==> src/rtl/uart_tx_arbiter.sv <==
// Two-requester UART TX byte arbiter: CPU strobe FIFO and debug valid/ready FIFO
// share one byte channel under a round-robin, packet-locking grant.
module uart_tx_arbiter #(
  parameter int          DEPTH     = 4,
  parameter int          MAX_BURST = 16,
  parameter logic [7:0]  EOP_BYTE  = 8'h0A
) (
  input  logic       clk,
  input  logic       areset,
  input  logic       cpu_wd,
  input  logic [7:0] cpu_data,
  input  logic       dbg_valid,
  input  logic [7:0] dbg_data,
  output logic       dbg_ready,
  output logic       tx_valid,
  output logic [7:0] tx_data,
  input  logic       tx_ready,
  output logic [1:0] grant,
  output logic       cpu_overflow,
  output logic       busy
);

  localparam int AW = (DEPTH > 1) ? $clog2(DEPTH) : 1;
  localparam int CW = AW + 1;

  typedef enum logic [1:0] {IDLE, GRANT_CPU, GRANT_DBG} state_t;

  logic [7:0]    r_cpu_mem [DEPTH];
  logic [7:0]    r_dbg_mem [DEPTH];
  logic [AW-1:0] r_cpu_wp, r_cpu_rp, r_dbg_wp, r_dbg_rp;
  logic [CW-1:0] r_cpu_cnt, r_dbg_cnt;
  state_t        r_state;
  logic          r_rr_dbg;
  logic [7:0]    r_burst_cnt;
  logic          r_cpu_ovf;

  state_t     w_state_nxt;
  logic       w_rr_nxt;
  logic       w_cpu_full, w_cpu_empty, w_dbg_full, w_dbg_empty;
  logic       w_cpu_push, w_dbg_push, w_cpu_pop, w_dbg_pop;
  logic       w_hs, w_burst_clr;
  logic       w_tx_valid;
  logic [7:0] w_tx_data, w_cpu_head, w_dbg_head;
  logic [1:0] w_grant;

  // Status comes from the registered counts, so a same-cycle pop never frees a slot.
  assign w_cpu_full  = (r_cpu_cnt == CW'(DEPTH));
  assign w_cpu_empty = (r_cpu_cnt == '0);
  assign w_dbg_full  = (r_dbg_cnt == CW'(DEPTH));
  assign w_dbg_empty = (r_dbg_cnt == '0);
  assign w_cpu_push  = cpu_wd & ~w_cpu_full;
  assign w_dbg_push  = dbg_valid & ~w_dbg_full & ~areset;
  assign w_cpu_head  = r_cpu_mem[r_cpu_rp];
  assign w_dbg_head  = r_dbg_mem[r_dbg_rp];

  always_comb begin
    w_state_nxt = r_state;
    w_rr_nxt    = r_rr_dbg;
    w_tx_valid  = 1'b0;
    w_tx_data   = 8'h00;
    w_grant     = 2'b00;
    w_cpu_pop   = 1'b0;
    w_dbg_pop   = 1'b0;
    w_hs        = 1'b0;
    w_burst_clr = 1'b0;
    case (r_state)
      IDLE: begin
        w_burst_clr = 1'b1;
        if (!w_cpu_empty && (w_dbg_empty || !r_rr_dbg))
          w_state_nxt = GRANT_CPU;
        else if (!w_dbg_empty)
          w_state_nxt = GRANT_DBG;
      end
      GRANT_CPU: begin
        w_grant    = 2'b01;
        w_tx_valid = ~w_cpu_empty;
        w_tx_data  = w_tx_valid ? w_cpu_head : 8'h00;
        w_hs       = w_tx_valid & tx_ready;
        w_cpu_pop  = w_hs;
        if (w_cpu_empty || (w_hs && (w_cpu_head == EOP_BYTE ||
                                     r_burst_cnt == 8'(MAX_BURST - 1)))) begin
          w_state_nxt = IDLE;
          w_rr_nxt    = 1'b1;
        end
      end
      GRANT_DBG: begin
        w_grant    = 2'b10;
        w_tx_valid = ~w_dbg_empty;
        w_tx_data  = w_tx_valid ? w_dbg_head : 8'h00;
        w_hs       = w_tx_valid & tx_ready;
        w_dbg_pop  = w_hs;
        if (w_dbg_empty || (w_hs && (w_dbg_head == EOP_BYTE ||
                                     r_burst_cnt == 8'(MAX_BURST - 1)))) begin
          w_state_nxt = IDLE;
          w_rr_nxt    = 1'b0;
        end
      end
      default: w_state_nxt = IDLE;
    endcase
  end

  // Storage carries no reset; only pointers and counts define what is queued.
  always_ff @(posedge clk) begin
    if (w_cpu_push) r_cpu_mem[r_cpu_wp] <= cpu_data;
    if (w_dbg_push) r_dbg_mem[r_dbg_wp] <= dbg_data;
  end

  always_ff @(posedge clk) begin
    if (areset) begin
      r_cpu_wp    <= '0;
      r_cpu_rp    <= '0;
      r_cpu_cnt   <= '0;
      r_dbg_wp    <= '0;
      r_dbg_rp    <= '0;
      r_dbg_cnt   <= '0;
      r_state     <= IDLE;
      r_rr_dbg    <= 1'b0;
      r_burst_cnt <= 8'h00;
      r_cpu_ovf   <= 1'b0;
    end else begin
      r_cpu_wp    <= r_cpu_wp + AW'(w_cpu_push);
      r_cpu_rp    <= r_cpu_rp + AW'(w_cpu_pop);
      r_cpu_cnt   <= r_cpu_cnt + CW'(w_cpu_push) - CW'(w_cpu_pop);
      r_dbg_wp    <= r_dbg_wp + AW'(w_dbg_push);
      r_dbg_rp    <= r_dbg_rp + AW'(w_dbg_pop);
      r_dbg_cnt   <= r_dbg_cnt + CW'(w_dbg_push) - CW'(w_dbg_pop);
      r_state     <= w_state_nxt;
      r_rr_dbg    <= w_rr_nxt;
      r_burst_cnt <= w_burst_clr ? 8'h00 : r_burst_cnt + 8'(w_hs);
      r_cpu_ovf   <= r_cpu_ovf | (cpu_wd & w_cpu_full);
    end
  end

  assign tx_valid     = w_tx_valid & ~areset;
  assign tx_data      = areset ? 8'h00 : w_tx_data;
  assign grant        = areset ? 2'b00 : w_grant;
  assign dbg_ready    = ~w_dbg_full & ~areset;
  assign busy         = ~areset & ((r_state != IDLE) | ~w_cpu_empty | ~w_dbg_empty);
  assign cpu_overflow = r_cpu_ovf;

endmodule
==> config.mk <==
export PLATFORM = sky130hd
export DESIGN_NAME = uart_tx_arbiter
export DESIGN_NICKNAME = d
export VERILOG_FILES = /design/src/rtl/uart_tx_arbiter.sv
export SDC_FILE = /design/constraint.sdc
export NUM_CORES = 1
export LEC_CHECK = 0
export ABC_AREA = 1
export CAP_MARGIN = 20
export CORE_MARGIN = 2
export CORE_UTILIZATION = 35
export DETAILED_ROUTE_END_ITERATION = 8
export HOLD_SLACK_MARGIN = 0.08
export PLACE_DENSITY_LB_ADDON = 0.15
export SETUP_SLACK_MARGIN = 0.5
export SLEW_MARGIN = 0
export SYNTH_ARGS = -nofsm -noshare
export SYNTH_HDL_FRONTEND = slang
export SYNTH_SLANG_ARGS = --single-unit
export TNS_END_PERCENT = 30
==> constraint.sdc <==
create_clock -name clk -period 6.1 [get_ports clk]
set_input_delay 1.22 -clock clk [delete_from_list [all_inputs] [get_ports clk]]
set_output_delay 1.22 -clock clk [all_outputs]
set_load 0.02 [all_outputs]
==> results of run 1 <==
[worst min-delay path, stage by stage (launching register included)]
cell,delay [ns]
dfxtp_1,0.31
inv_1,0.05
a21oi_1,0.05
[cell families after synthesis]
kind of cell,count (synthesis)
compound gates,24
xor+xnor,6
fa+ha+maj,16
flops,90
simple gates,219
buf+inv,75
[registers in the layout, indices dropped and copies added (netlist names)]
signal / flops
r_state: 2
r_rr_dbg: 1
r_cpu_rp: 2
r_dbg_mem: 32
r_dbg_rp: 2
cpu_overflow: 1
r_dbg_wp: 2
r_cpu_wp: 2
r_cpu_mem: 32
r_burst_cnt: 8
r_cpu_cnt: 3
r_dbg_cnt: 3
[layer usage]
layer / vias to the layer above / global-route usage / wire length (um)
met5: - / 0 / 0
met1: 1329 / 0.1761 / 3819
met2: 44 / 0.2319 / 3937
met4: 0 / 0.07561 / 209
met3: 10 / 0.02286 / 249
li1: 1480 / - / -
[synthesized netlist by cell type]
| master | count |
|---|---|
| nand2_1 | 111 |
| edfxtp_1 | 64 |
| inv_1 | 61 |
| nor2_1 | 49 |
| nand3_1 | 36 |
| dfxtp_1 | 26 |
| ha_1 | 14 |
| nor3_1 | 14 |
| a21oi_1 | 8 |
| a31oi_1 | 7 |
| o21ai_0 | 5 |
| xnor2_1 | 5 |
| buf_2 | 4 |
| buf_6 | 4 |
| nand4_1 | 3 |
| a22oi_1 | 2 |
| clkbuf_1 | 2 |
| fa_1 | 2 |
| inv_2 | 2 |
| inv_4 | 2 |
| or2_2 | 2 |
| nand2_2 | 1 |
| nand3_2 | 1 |
| nor2_2 | 1 |
| nor4_1 | 1 |
| o21a_1 | 1 |
| o21ai_1 | 1 |
| xor2_1 | 1 |
[worst max-delay path by stage]
| stage | start | to | slack, ns | depth (start not counted) |
|---|---|---|---|---|
| after floorplan | areset | tx_data[0] | 2.85 | 4 |
| after CTS | areset | tx_data[6] | 1.71 | 6 |
| after global routing | areset | tx_data[6] | 1.56 | 6 |
| final | areset | tx_data[6] | 1.72 | 6 |
| after global placement | areset | tx_data[6] | 1.73 | 6 |
| after detailed placement | areset | tx_data[6] | 1.71 | 6 |
[stage by stage]
step	total power [mW]	setup slack (ns)
after floorplan	1.062	2.855
after global placement	1.188	1.731
after detailed placement	1.193	1.710
after CTS	1.716	1.705
after global routing	1.807	1.555
final	1.696	1.721
[power by group through the flow]
| stage | clock network (mW) | logic (mW) | registers [mW] |
|---|---|---|---|
| after global placement | 0 | 0.414 | 0.774 |
| after CTS | 0.534 | 0.419 | 0.763 |
| final | 0.523 | 0.412 | 0.762 |
| after global routing | 0.562 | 0.475 | 0.770 |
| after floorplan | 0 | 0.300 | 0.762 |
| after detailed placement | 0 | 0.417 | 0.776 |
[layout make-up]
class | count | share of cell area
inverter | 65 | 0.05114
clock buffer | 10 | 0.04703
sequential | 90 | 0.5017
clock inverter | 6 | 0.01002
tap | 143 | 0.03675
timing repair buffer | 42 | 0.08224
multi-input combinational | 265 | 0.2711
==> out/summary.txt, run 1 <==
Syn nets -> 467
HP Start -> cpu_overflow
Synth Area in Compound Gates -> 0.03344
RSZ-0062 raised after global routing -> false
Multiplexer share of the synthesized area -> 0
#FFs+latches synth -> 90
Cts hold-fix bufs -> 0
Final Hold Fails -> 0
Sw frac -> 0.3168
Commonest non-fill, non-tap cells in the layout -> nand2_1 (111), edfxtp_1 (64), inv_1 (61)
Multi-input gate area -> 1320 um2
Sum of negative setup slack -> 0 ns
Setup bufs post-CTS -> 0
Port bufs -> 34
Mean post-synth cell area -> 9.486 um2
Gates resized, CTS repair -> 0
Clock Sinks -> 90
Simple-gate portion of the synthesized area -> 0.2233
Synth Area in Adders -> 0.05276
Status -> completed
Crit path buf inv count -> 4
Crit Path Max Fanout -> 19
Vias in the first global route -> 2,792
Final max-slew violation count -> 0
Layout cells sized above 1 -> 0.06904
HP Class -> flip-flop to flip-flop
CP peak stage delay -> 0.64 ns
Clock slew at reported path FFs -> 0.07 ns
Register area share after synthesis -> 0.5988
Post-synthesis xor/xnor area fraction -> 0.01288
R2r startpoint -> r_state[0]
Peak VDD IR -> 0.1439 mV
Area growth syn-to-layout -> 19.36%
Flop2flop setup slack -> 3.62 ns
PwrDens -> 348.4 nW/um2
Clock latency at the later pin of the worst-skew pair -> 0.34 ns
Post-layout net count -> 510
Largest family of logic cells by synthesized area -> simple AND/OR/NAND/NOR gates
Die height -> 112.0 um
Leakage dissipation -> 1.942 nW
Distinct cells, synth -> 28
Pre-antenna DRT Iters -> 5
Worst Tran Pin Value -> 0.7908 ns
Dominant cells by area after synthesis -> edfxtp_1 (47%), dfxtp_1 (13%), nand2_1 (10%)
Width of the die -> 112.0 um
Final min period -> 4.379 ns
Rows -> 39
CTS H-tree lvls -> 3
Endpoint class of the critical path -> output pin
Switching Power -> 537.3 uW
CP arrival -> 3.16 ns
Routed WL -> 8214 um
Longest Clk Path Bufs -> 2
Yosys top cell area share -> 0.4712
First DRT Iteration DRCs -> 99
Top Family by Delay on Critical Path -> buffers and inverters
Critical path class -> primary input to output pin
FF/Latch Area -> 2442 um2
Worst path most repeated cell -> clkdlybuf4s50_1
Cell breakdown of the critical path -> clkdlybuf4s50_1 > buf_4 > inv_1 > nand2_1 > nor2_1 > clkdlybuf4s50_1
Flop pwr share -> 0.449
WHS -> 0.4547 ns
Largest net degree at the start of global routing -> 20
GRT Resource Usage Total -> 0.1400
GR Overflow Total -> 0
Routed vias/inst -> 4.610
Via count -> 2,863
Dpl cells -> 605
Hold Path Stages -> 2
Post-Syn Area -> 4079 um2
Final worst path period share -> 0.7178
Drt wl/cell -> 13.23 um
Fillers -> 1,132
Clk pwr share -> 0.308
Biggest area consumer among synthesized cells -> edfxtp_1
Most common cell after layout, fill and taps aside -> nand2_1
TritonCTS buffer count -> 9
Design area -> 4868 um2
Hold EP -> cpu_overflow
Layout Cells excl Fill -> 621
Area after DPL -> 4591 um2
Root buf cell -> clkbuf_16
I/O pin cnt -> 35
Worst EP required -> 4.88 ns
CP max-delay cell -> clkdlybuf4s50_1
Setup Skew -> 0.007521 ns
Reg2reg end -> r_burst_cnt[6]
Slew HR -> 0.4699
Worst setup SP type -> primary input
Post-DP HPWL -> 5846 um
R2R depth -> 15
Synthesized netlist cell count -> 430
Antenna violations before repair -> 0
Routability cong. -> 0.8319
Core Box Area -> 11,420 um2
Logic pwr share -> 0.243
DIE AREA -> 12,530 um2
Diode count -> 0
DRC errors left -> 0
Routed Antenna Nets -> 0
Final setup fails -> 0
Starting density of the core -> 0.3572
Highest Clock Rate -> 228.4 MHz
Max Cap Viol -> 0
First-pass GRT wire length -> 13,560 um
CTS tree -> done
Synth Warn # -> 0
Pint -> 1.159 mW
Layout Utilization -> 0.4264
(Power assumes the default switching activity.)
==> run 2, diff against run 1 <==
==> constraint.sdc (replaced) <==
create_clock -name clk -period 3.9 [get_ports clk]
set_input_delay 0.78 -clock clk [delete_from_list [all_inputs] [get_ports clk]]
set_output_delay 0.78 -clock clk [all_outputs]
set_load 0.02 [all_outputs]
==> run 2 against run 1 <==
Compared with the run above: clock-buffer cell count up 4; global-route usage down 0.13 points; utilization up 0.18 points; total power up 55%; hold slack better by 0.00074 ns; clock skew about the same; combinational power up 58%; cell count up 0.48%; design area up 0.41%; critical path type unchanged; largest cell class unchanged.
==> out/summary.txt, run 2 (synthesis results as in run 1) <==
DRC errors left -> 0 (unchanged)
Endpoint class of the critical path -> output pin (unchanged)
Final Hold Fails -> 0 (unchanged)
Via count -> 2,869 (was 2,863)
Setup bufs post-CTS -> 0 (unchanged)
Pwr Total -> 2.636 mW (was 1.696 mW)
Flop2flop setup slack -> 1.42 ns (was 3.62 ns)
Routability cong. -> 0.8214 (was 0.8319)
Crit Path Max Fanout -> 9 (was 19)
Leakage dissipation -> 1.961 nW (was 1.942 nW)
Largest registers -> r_cpu_mem: 32 flops, r_dbg_mem: 32 flops, r_burst_cnt: 8 flops (unchanged)
Core Box Area -> 11,420 um2 (unchanged)
DIE AREA -> 12,530 um2 (unchanged)
Global Route met3 Usage -> 0.02177 (was 0.02286)
TritonCTS buffer count -> 9 (unchanged)
Final setup fails -> 0 (unchanged)
Clock Sinks -> 90 (unchanged)
PwrDens -> 539.1 nW/um2 (was 348.4 nW/um2)
Setup Skew -> 0.007408 ns (was 0.007521 ns)
Max Cap Viol -> 0 (unchanged)
Peak VDD IR -> 0.2068 mV (was 0.1439 mV)
Clock slew at reported path FFs -> 0.06 ns (was 0.07 ns)
Layout cells sized above 1 -> 0.07069 (was 0.06904)
Die height -> 112.0 um (unchanged)
Vias in the first global route -> 2,713 (was 2,792)
Antenna violations before repair -> 0 (unchanged)
Final worst path period share -> 0.8642
Critical path class -> primary input to output pin (unchanged)
Worst setup SP type -> primary input (unchanged)
Worst Tran Pin Value -> 0.4812 ns (was 0.7908 ns)
Slew HR -> 0.6788 (was 0.4699)
Beginning of the critical path -> areset (unchanged)
Diode count -> 0 (unchanged)
GRT Resource Usage Total -> 0.1388 (was 0.1400)
CTS H-tree lvls -> 3 (unchanged)
Met1 Use GR -> 0.1790 (was 0.1761)
Rows -> 39 (unchanged)
GR Overflow Total -> 0 (unchanged)
Status -> completed (unchanged)
Highest Clock Rate -> 296.7 MHz
Drt wl/cell -> 13.20 um (was 13.23 um)
CTS tree -> done (unchanged)
Met2 usage -> 0.2271 (was 0.2319)
Reg2reg end -> r_burst_cnt[7] (was r_burst_cnt[6])
First-pass GRT wire length -> 13,400 um (was 13,560 um)
Largest net degree at the start of global routing -> 19 (was 20)
Port bufs -> 34 (unchanged)
Commonest non-fill, non-tap cells in the layout -> nand2_1 (111), edfxtp_1 (64), inv_1 (61) (unchanged)
R2R depth -> 15 (unchanged)
Clock latency at the later pin of the worst-skew pair -> 0.33 ns (was 0.34 ns)
Sum of negative setup slack -> 0 ns (unchanged)
HP Class -> flip-flop to flip-flop (unchanged)
R2r startpoint -> r_state[0] (unchanged)
Worst EP required -> 3.12 ns (was 4.88 ns)
Width of the die -> 112.0 um (unchanged)
Post-DP HPWL -> 5868 um (was 5846 um)
Starting density of the core -> 0.3572 (unchanged)
GR peak layer -> met2 (unchanged)
Routed WL -> 8239 um (was 8214 um)
Area growth syn-to-layout -> 19.85% (was 19.36%)
Routed Antenna Nets -> 0 (unchanged)
Post-layout net count -> 513 (was 510)
RSZ-0062 raised after global routing -> true (was false)
Critical Path End -> tx_data[6] (unchanged)
Most common cell after layout, fill and taps aside -> nand2_1 (unchanged)
Final max-slew violation count -> 0 (unchanged)
Longest Clk Path Bufs -> 2 (unchanged)
Pre-antenna DRT Iters -> 4 (was 5)
Final min period -> 3.370 ns
CP arrival -> 2.59 ns (was 3.16 ns)
Root buf cell -> clkbuf_16 (unchanged)
I/O pin cnt -> 35 (unchanged)
Routed vias/inst -> 4.598 (was 4.610)
First DRT Iteration DRCs -> 67 (was 99)
-- run 2: how the worst min path moves through the flow --
stage	start	endpoint	slack, ns	cells past startpoint
final	cpu_overflow	cpu_overflow	0.46	2
after global placement	cpu_overflow	cpu_overflow	0.44	2
after detailed placement	cpu_overflow	cpu_overflow	0.45	2
after CTS	cpu_overflow	cpu_overflow	0.46	2
after global routing	cpu_overflow	cpu_overflow	0.48	2
after floorplan	r_rr_dbg	r_rr_dbg	0.43	2
-- run 2: power by group --
group	internal (mW)	leakage, nW	switching (mW)
Clock	0.467	0.129	0.328
Sequential	1.13	0.796	0.0596
Combinational	0.246	1.04	0.404
-- run 2: routing by layer --
| layer | share of wire | vias up |
|---|---|---|
| li1 | - | 1487 |
| met1 | 0.45 | 1319 |
| met2 | 0.50 | 52 |
| met3 | 0.026 | 11 |
| met4 | 0.020 | 0 |
| met5 | 0 | - |
-- run 2: critical path: stages --
cell and delay (ns):
clkdlybuf4s50_1 0.45, inv_1 0.18, nand2_1 0.26, nor2_1 0.27, clkdlybuf4s50_1 0.64
-- run 2: layout make-up --
| type | count | area, um2 |
|---|---|---|
| Inverter | 65 | 249.0 |
| Clock buffer | 14 | 264.0 |
| Fill cell | 1121 | 6530 |
| Sequential cell | 90 | 2444 |
| Timing Repair Buffer | 45 | 422.9 |
| Clock inverter | 2 | 15.01 |
| Tap cell | 143 | 178.9 |
| Multi-Input combinational cell | 265 | 1315 |
-- run 2: what timing repair did --
| item | in CTS | in global routing |
|---|---|---|
| setup endpoints to repair | 0 | 8 |
| resized for setup | 0 | 1 |
| hold buffers | 0 | 0 |
-- run 2: metrics by stage --
stage	utilization	setup WS [ns]	hold WS, ns	std cells	instance area, um2
after floorplan	-	1.156	0.4271	430	4079
after global placement	0.4036	0.5488	0.4397	608	4608
after detailed placement	0.4036	0.5285	0.4465	608	4608
after CTS	0.4280	0.5040	0.4551	624	4887
after global routing	0.4281	0.4349	0.4847	624	4888
final	0.4281	0.5296	0.4554	624	4888
